### src/rtl/eth_pcs_rx_block_lock.sv
// eth_pcs_rx_block_lock
//   10GBASE-R receive block-lock and BER monitor. Inspects the 2-bit sync
//   header of each 66-bit block, requests single-bit gearbox slips until
//   headers align, declares/holds block lock and flags high BER from the
//   count of invalid headers seen within a timed window.
//
// Ports
//   i_clk          clock
//   i_rst_n        asynchronous active-low reset
//   i_valid        i_sync holds a new block header this cycle (low on stalls)
//   i_sync[1:0]    sync header; 01/10 valid, 00/11 invalid
//   i_ber_cnt_clr  clears o_ber_cnt
//   o_slip         one-cycle request to shift gearbox alignment by one bit
//   o_block_lock   block lock achieved
//   o_hi_ber       high bit-error-rate condition
//   o_ber_cnt      saturating count of invalid headers seen while locked
module eth_pcs_rx_block_lock #(
  parameter int unsigned SH_TH       = 64,
  parameter int unsigned SH_INVAL_TH = 16,
  parameter int unsigned SLIP_WAIT   = 2,
  parameter int unsigned BER_WIN     = 19531,
  parameter int unsigned BER_TH      = 16,
  parameter int unsigned W_BER_CNT   = 6
) (
  input  logic                 i_clk,
  input  logic                 i_rst_n,
  input  logic                 i_valid,
  input  logic [1:0]           i_sync,
  input  logic                 i_ber_cnt_clr,
  output logic                 o_slip,
  output logic                 o_block_lock,
  output logic                 o_hi_ber,
  output logic [W_BER_CNT-1:0] o_ber_cnt
);

  localparam int unsigned CW = $clog2(SH_TH + 1);
  localparam int unsigned WW = $clog2(SLIP_WAIT + 1);
  localparam int unsigned BW = $clog2(BER_TH + 1);
  localparam int unsigned TW = (BER_WIN > 1) ? $clog2(BER_WIN) : 1;

  typedef enum logic [1:0] {
    ST_HUNT,
    ST_SLIP_WAIT,
    ST_LOCKED
  } state_e;

  state_e               state_q, state_d;
  logic [CW-1:0]        sh_cnt_q, sh_cnt_d;
  logic [CW-1:0]        sh_inv_cnt_q, sh_inv_cnt_d;
  logic [WW-1:0]        wait_cnt_q, wait_cnt_d;
  logic                 slip_q, slip_d;
  logic                 block_lock_q, block_lock_d;
  logic [TW-1:0]        ber_tmr_q, ber_tmr_d;
  logic [BW-1:0]        ber_win_q, ber_win_d;
  logic                 hi_ber_q, hi_ber_d;
  logic [W_BER_CNT-1:0] ber_cnt_q, ber_cnt_d;

  logic          hdr_ok;
  logic [CW-1:0] inv_next;
  logic          win_end;
  logic          inv_hit;
  logic          inv_evt;
  logic [BW-1:0] ber_win_nxt;

  // Valid headers are exactly those with differing bits.
  assign hdr_ok   = i_sync[1] ^ i_sync[0];
  assign inv_next = sh_inv_cnt_q + CW'(!hdr_ok);
  assign win_end  = (sh_cnt_q == CW'(SH_TH - 1));
  assign inv_hit  = (inv_next == CW'(SH_INVAL_TH));

  // State and counter registers
  always_ff @(posedge i_clk or negedge i_rst_n) begin
    if (!i_rst_n) begin
      state_q      <= ST_HUNT;
      sh_cnt_q     <= '0;
      sh_inv_cnt_q <= '0;
      wait_cnt_q   <= '0;
      slip_q       <= 1'b0;
      block_lock_q <= 1'b0;
      ber_tmr_q    <= '0;
      ber_win_q    <= '0;
      hi_ber_q     <= 1'b0;
      ber_cnt_q    <= '0;
    end else begin
      state_q      <= state_d;
      sh_cnt_q     <= sh_cnt_d;
      sh_inv_cnt_q <= sh_inv_cnt_d;
      wait_cnt_q   <= wait_cnt_d;
      slip_q       <= slip_d;
      block_lock_q <= block_lock_d;
      ber_tmr_q    <= ber_tmr_d;
      ber_win_q    <= ber_win_d;
      hi_ber_q     <= hi_ber_d;
      ber_cnt_q    <= ber_cnt_d;
    end
  end

  // Next-state and window counters; everything holds on stall cycles.
  always_comb begin
    state_d      = state_q;
    sh_cnt_d     = sh_cnt_q;
    sh_inv_cnt_d = sh_inv_cnt_q;
    wait_cnt_d   = wait_cnt_q;
    if (i_valid) begin
      unique case (state_q)
        ST_HUNT: begin
          if (!hdr_ok) begin
            state_d      = ST_SLIP_WAIT;
            sh_cnt_d     = '0;
            sh_inv_cnt_d = '0;
            wait_cnt_d   = '0;
          end else if (win_end) begin
            state_d      = ST_LOCKED;
            sh_cnt_d     = '0;
            sh_inv_cnt_d = '0;
          end else begin
            sh_cnt_d = sh_cnt_q + CW'(1);
          end
        end
        ST_SLIP_WAIT: begin
          if (wait_cnt_q == WW'(SLIP_WAIT - 1)) begin
            state_d      = ST_HUNT;
            sh_cnt_d     = '0;
            sh_inv_cnt_d = '0;
            wait_cnt_d   = '0;
          end else begin
            wait_cnt_d = wait_cnt_q + WW'(1);
          end
        end
        ST_LOCKED: begin
          // Invalid threshold wins over a coincident end of window.
          if (inv_hit) begin
            state_d      = ST_SLIP_WAIT;
            sh_cnt_d     = '0;
            sh_inv_cnt_d = '0;
            wait_cnt_d   = '0;
          end else if (win_end) begin
            sh_cnt_d     = '0;
            sh_inv_cnt_d = '0;
          end else begin
            sh_cnt_d     = sh_cnt_q + CW'(1);
            sh_inv_cnt_d = inv_next;
          end
        end
        default: begin
          state_d      = ST_HUNT;
          sh_cnt_d     = '0;
          sh_inv_cnt_d = '0;
          wait_cnt_d   = '0;
        end
      endcase
    end
  end

  // Registered FSM outputs
  always_comb begin
    slip_d = i_valid && (((state_q == ST_HUNT) && !hdr_ok) ||
                         ((state_q == ST_LOCKED) && inv_hit));
    block_lock_d = (state_d == ST_LOCKED);
  end

  // BER monitor and management error counter
  always_comb begin
    inv_evt     = i_valid && !hdr_ok && block_lock_q;
    ber_win_nxt = ber_win_q;
    if (inv_evt && (ber_win_q != BW'(BER_TH))) begin
      ber_win_nxt = ber_win_q + BW'(1);
    end

    // Clearing on the lock-loss cycle keeps o_hi_ber low whenever lock is low.
    if (!block_lock_q || !block_lock_d) begin
      ber_tmr_d = '0;
      ber_win_d = '0;
      hi_ber_d  = 1'b0;
    end else if (ber_tmr_q == TW'(BER_WIN - 1)) begin
      ber_tmr_d = '0;
      ber_win_d = '0;
      hi_ber_d  = (ber_win_nxt >= BW'(BER_TH));
    end else begin
      ber_tmr_d = ber_tmr_q + TW'(1);
      ber_win_d = ber_win_nxt;
      hi_ber_d  = hi_ber_q || (ber_win_nxt == BW'(BER_TH));
    end

    // A clear coinciding with a counted event keeps that event.
    ber_cnt_d = ber_cnt_q;
    if (i_ber_cnt_clr) begin
      ber_cnt_d = inv_evt ? W_BER_CNT'(1) : '0;
    end else if (inv_evt && (ber_cnt_q != '1)) begin
      ber_cnt_d = ber_cnt_q + W_BER_CNT'(1);
    end
  end

  assign o_slip       = slip_q;
  assign o_block_lock = block_lock_q;
  assign o_hi_ber     = hi_ber_q;
  assign o_ber_cnt    = ber_cnt_q;

endmodule

### config.mk
export PLATFORM = sky130hd
export DESIGN_NAME = eth_pcs_rx_block_lock
export DESIGN_NICKNAME = d
export VERILOG_FILES = /design/src/rtl/eth_pcs_rx_block_lock.sv
export SDC_FILE = /design/constraint.sdc
export NUM_CORES = 1
export LEC_CHECK = 0
export ABC_AREA = 1
export CAP_MARGIN = 20
export CORE_AREA = 2 2 77 79
export CTS_CLUSTER_SIZE = 14
export DETAILED_ROUTE_END_ITERATION = 8
export DIE_AREA = 0 0 79 81
export PLACE_DENSITY = 0.74
export SYNTH_ARGS = -nofsm -noshare
export SYNTH_HDL_FRONTEND = slang
export SYNTH_SLANG_ARGS = --single-unit
### constraint.sdc
create_clock -name i_clk -period 2.72 [get_ports i_clk]
set_clock_uncertainty 0.05 [all_clocks]
set_input_delay 0.544 -clock i_clk [delete_from_list [all_inputs] [get_ports i_clk]]
set_output_delay 0.544 -clock i_clk [all_outputs]
set_load 0.1 [all_outputs]
Word-level counts from Yosys, hierarchy flattened
Cells that the tools add are included.
- flip-flop bits (word level): 47
- input bits: 6
- output and inout port bits: 9
- bitwise operators: 1
- eq/ne operators: 14
- mux-type cells: 30
- reductions and logical operators: 18
- $add $sub $neg: 6
- order comparisons: 1
- operators with widths (cell ; count):
    7-bit two-way mux ; 8
    7-bit case mux with 3 select lines ; 2
    15-bit two-way mux ; 2
    2-bit two-way mux ; 8
    15-bit by 1-bit adder with 15-bit output (second input constant) ; 1
    15-bit == test (second input constant) ; 1
    5-bit two-way mux ; 3
    6-bit two-way mux ; 2
    2-bit case mux with 3 select lines ; 2
    7-bit by 1-bit adder with 7-bit output ; 1
    7-bit by 1-bit adder with 7-bit output (second input constant) ; 1
    7-bit by 5-bit == test with 1-bit output (second input constant) ; 1
    7-bit by 6-bit == test with 1-bit output (second input constant) ; 1
    1-bit logical AND ; 7
    6-bit by 1-bit adder with 6-bit output (second input constant) ; 1
    2-bit inequality test (second input constant) ; 3
    6-bit inequality test (second input constant) ; 1
    3-bit AND reduction ; 2
    5-bit by 1-bit adder with 5-bit output (second input constant) ; 1
    5-bit == test (second input constant) ; 1
    5-bit >= comparator (second input constant) ; 1
    5-bit inequality test (second input constant) ; 1
    2-bit by 1-bit == test with 1-bit output (second input constant) ; 2
    2-bit == test (second input constant) ; 2
    other kinds (9) ; 15

Logic depth before layout (Yosys ltp)
- word-level depth: 11
- mapped depth: 20

Worst setup path before layout
OpenSTA, ideal clock, no wires.
- path type: input -> register
- start point: input port i_sync[0]
- end point: register hi_ber_q, in the netlist o_hi_ber
- stages: 18
- buffers on the path: 1
- setup time: 123 ps
- data arrival time: 2418 ps
- path slack: 129 ps
- required time: 2547 ps
- cells stage by stage: inv_1 -> nand2_1 -> nand2_1 -> inv_1 -> ha_1 -> ha_1 -> or2_2 -> nor2_1 -> nand2_1 -> nor2_2 -> nand3_1 -> nand2_2 -> nand2_2 -> nand2_2 -> nand2_4 -> nand4_4 -> buf_6 -> nor2_2
- cells in the longest elaborated chain, start to end: 11
- RTL lines (item ; line ; source):
    start, declared ; 28 ; input logic [1:0] i_sync,
    1-bit XOR (*) ; 66 ; assign hdr_ok = i_sync[1] ^ i_sync[0];
    1-bit logical NOT ; 67 ; assign inv_next = sh_inv_cnt_q + CW'(!hdr_ok);
    7-bit by 1-bit adder with 7-bit output ; 67 ;
    7-bit by 5-bit == test with 1-bit output ; 69 ; assign inv_hit = (inv_next == CW'(SH_INVAL_TH));
    2-bit two-way mux ; 132 ; if (inv_hit) begin
    2-bit case mux with 3 select lines (*) ; 105 ; unique case (state_q)
    2-bit two-way mux (*) ; 104 ; if (i_valid) begin
    named net state_d[1] ; 47 ; state_e state_q, state_d;
    2-bit == test (*) ; 159 ; block_lock_d = (state_d == ST_LOCKED);
    1-bit logical NOT (*) ; 171 ; if (!block_lock_q || !block_lock_d) begin
    1-bit logical OR (*) ; 171 ;
    1-bit two-way mux (*) ; 171 ;
    named net hi_ber_d ; 55 ; logic hi_ber_q, hi_ber_d;
    end signal, assigned ; 93 ; hi_ber_q <= hi_ber_d;
    end, declared ; 55 ;
The timed path passes the listed nets; every way through them passes the cells marked *.
A chain may end at the register's enable or synchronous reset.

Worst setup path after layout
- start point: input port i_sync[0]
- end point: register sh_cnt_q[3]
- cells in the longest elaborated chain, start to end: 6
- RTL lines (item ; line ; source):
    1-bit XOR (*) ; 66 ;
    1-bit logical NOT ; 67 ;
    7-bit by 1-bit adder with 7-bit output ; 67 ;
    7-bit by 5-bit == test with 1-bit output ; 69 ;
    7-bit two-way mux ; 132 ;
    7-bit case mux with 3 select lines (*) ; 105 ;
    end signal, assigned ; 86 ; sh_cnt_q <= sh_cnt_d;
    end, declared ; 48 ; logic [CW-1:0] sh_cnt_q, sh_cnt_d;
Every way passes the cells marked *; elsewhere a longest branch is shown, timed or not.

==> results.md <==
- Status: complete, no violations
- Setup violations, final: 0
- Dpl cell area: between 3000 and 4000 µm²
- Die X: around 79 µm
- Initial Utilization: a little under half
- Hold/Removal Path Class: primary input to async pin
- Antenna diodes: 0
- Worst hold margin: between 0.15 and 0.2 ns
- Routability cong.: 0.832
- Clock Tree Buf Depth: 2
- Die height: a little over 80 µm
- Core Region: roughly 5700 µm²
- Min setup slack post-route: ~0.31 ns
- Initial antenna violation count: 0
- Via count: roughly 2300
- Critical path launch point type: primary input
- WP data required: 2.84 ns
- Dpl hpwl: ~3800 µm
- Yosys warns: 0
- 1st-iter DRT viols: about 110
- Commonest cells in the netlist: nand2_1 (64), inv_1 (55), dfrtp_1 (47)
- Post-detailed-routing wire length: slightly above 5000 µm
- Number of I/O pins: 15
- Synthesis-stage register bit count: 47
- Top-area cell type share of the netlist area: 43.2%
- Combinational fraction of design power: approximately a tenth
- Maximum vdd drop: roughly 280 µV
- Post-synthesis xor/xnor area fraction: 3.86%
- Max FO, Critical Path: 6
- Post-Synth Adder-Cell Area: around 3.7%
- Layout cells sized above 1: about a fifth
- Area grow syn2layout: 16.6%
- Final Max Tran Viols: 0
- Vias per cell: approximately 5.1
- Rel. slew slack: about 64%
- Post-Syn Instances: 340
- Most common cell in the synthesized netlist: nand2_1
- H-tree depth: 2
- Clock root buffer: clkbuf_8
- Post-Place Worst Slack: -0.392 ns
- Global route overflow: 0
- Post-Synth Simple-Gate Area: 31.9%
- I/O Buffers: 14
- Slew @ Worst Pin: around 0.53 ns
- Final count of hold timing violations: 0
- Row count: 28
- RSZ-0062 raised after global routing: false
- Clk pwr share: a little over a third
- Final Cell Area: approximately 3200 µm²
- Synth Net Count: ~350
- Clk_lat worst skew: around 0.3 ns
- Pwr/cell area: ~430 nW/µm²
- Net Switching: 0.339 mW
- # DRC: 0
- Worst-path clk slew: ~0.09 ns
- Post-synthesis compound-gate area fraction: 8.00%
- CTS Hold Buffers Added: 0
- DRT antenna net count: 0
- Synth area leader: dfrtp_1
- Worst EP arrival: approximately 2.5 ns
- Flop pwr share: 53.1%
- CTS tree: done
- Max cap viols: 0
- Main combinational cell family by area after synthesis: simple AND/OR/NAND/NOR gates
- EDFF count, synth: 0
- TritonCTS Sinks: 47
- Mapped Area: 2720 µm²
- First-pass GRT wire length: just over 9000 µm
- CTS buffer count: 5
- Avg Inst Size Synth: approximately 8 µm²
- Final setup TNS: 0 ns
- FILL cells: 545
- Largest net degree at the start of global routing: 24
- Setup crit end kind: register
- Mux cell area share after synthesis: less than 1%
- Fin crit period: about 2.4 ns
- Sequential share of the synthesized area: a little over two fifths
- Fmax: just over 400 MHz
- Total global-route track usage: approximately 18%
- Ys flop type: dfrtp_1
- DRT Pass-1 Iters: 4
- Crit path kind: primary input to register
- Fin nets: roughly 390
- Period utilization: between 80 and 90%
- Die Area: approximately 6400 µm²
- Vias in the first global route: roughly 2200
- Synth top area cells: dfrtp_1 (43%), nand2_1 (8.8%), inv_1 (7.6%), nand3_1 (5.3%), nor2_2 (5.1%)
- Cell-internal power: 1.03 mW
- Wire per inst: between 10 and 15 µm
- Post-layout util: between 50% and 60%
- Pleak: 1.40 nW
- Sw Ratio: between 20 and 25%
- Post-synthesis async set-or-reset flop share: 100%
- Cell variety after synth: 34
[critical path, stage by stage]
cell and delay [ns]:
dlymetal6s2s_1 0.13, inv_1 0.05, nand2_1 0.06, nand2_2 0.08, inv_2 0.05, ha_4 0.16
ha_4 0.23, or2_2 0.30, nor2_2 0.09, nand2_1 0.06, nor2_2 0.09, nand3_1 0.09
nand2_2 0.10, buf_6 0.10, nand2_1 0.04, nand4_1 0.20, o22ai_1 0.14
[layout make-up]
cell class                      count  area [µm²]  share of cell area [%]
Multi-Input combinational cell    233        1330                    41.9
Sequential cell                    47        1180                    37.1
Timing Repair Buffer               29         259                    8.17
Inverter                           56         210                    6.63
Tap cell                           75        93.8                    2.96
Clock buffer                        6        72.6                    2.29
Clock inverter                      1        30.0                   0.947
[layer usage]
metal  up-vias  global-route usage, %  wire [µm]
li1       1153                      -          -
met1      1073                   22.7       2490
met2        25                   31.9       2490
met3         7                   3.33        131
met4         0                   5.17         63
met5         -                      0          0
[flip-flops by register name (all words and copies together) (netlist names)]
register,flops
o_slip,1
ber_tmr_q,15
state_q,2
o_block_lock,1
wait_cnt_q,2
o_hi_ber,1
sh_inv_cnt_q,7
sh_cnt_q,7
ber_win_q,5
o_ber_cnt,6
[worst paths after layout]
check	start	endpoint	slack, ns	cells after the start
min reg2reg	wait_cnt_q[1]	wait_cnt_q[1]	0.46	2
min	i_rst_n	sh_cnt_q[5]	0.16	1
max in group asynchronous	i_rst_n	ber_tmr_q[4]	1.83	2
min in group i_clk	wait_cnt_q[1]	wait_cnt_q[1]	0.46	2
max	i_sync[0]	sh_cnt_q[3]	0.31	17
max reg2reg	sh_inv_cnt_q[0]	sh_cnt_q[3]	0.49	12
[cells in the final DEF, fill, tap and decap left out, types with 3 or more instances in the layout]
cell type / n
a21oi_1: 9
buf_4: 21
clkbuf_8: 5
dfrtp_1: 47
ha_1: 6
inv_1: 54
nand2_1: 63
nand2_2: 4
nand3_1: 29
nand3b_1: 3
nand4_1: 10
nor2_1: 20
nor2_2: 23
nor3_1: 8
o21ai_0: 19
o21ai_1: 4
or2_2: 5
xor2_1: 10
[through the flow]
stage / cells / power [mW]
after floorplan: 340 / 0.832
after global routing: 447 / 1.43
after detailed placement: 437 / 0.882
final: 447 / 1.37
after global placement: 437 / 0.877
after CTS: 445 / 1.38
[power groups by stage]
stage / logic [mW] / registers [mW] / clock network (mW)
after floorplan: 0.0820 / 0.750 / 0
after global placement: 0.138 / 0.739 / 0
after detailed placement: 0.141 / 0.740 / 0
after CTS: 0.144 / 0.726 / 0.509
after global routing: 0.165 / 0.728 / 0.537
final: 0.146 / 0.726 / 0.496
[timing repair]
item / in CTS / in global routing
hold endpoints to repair: 0 / 0
buffers inserted: 1 / 2
gates resized for setup: 6 / 6
pin swaps: 5 / 6
endpoints found under the setup margin: 27 / 36
[kinds of logic after synthesis]
logic type,count (synthesis)
AO/OA/AOI/OAI,39
AND/OR/NAND/NOR,173
adder cells (fa/ha/maj),8
flip-flops,47
XOR/XNOR,12
multiplexers,1
buffers and inverters,60
No activity file was read; power rests on OpenSTA's default activity.
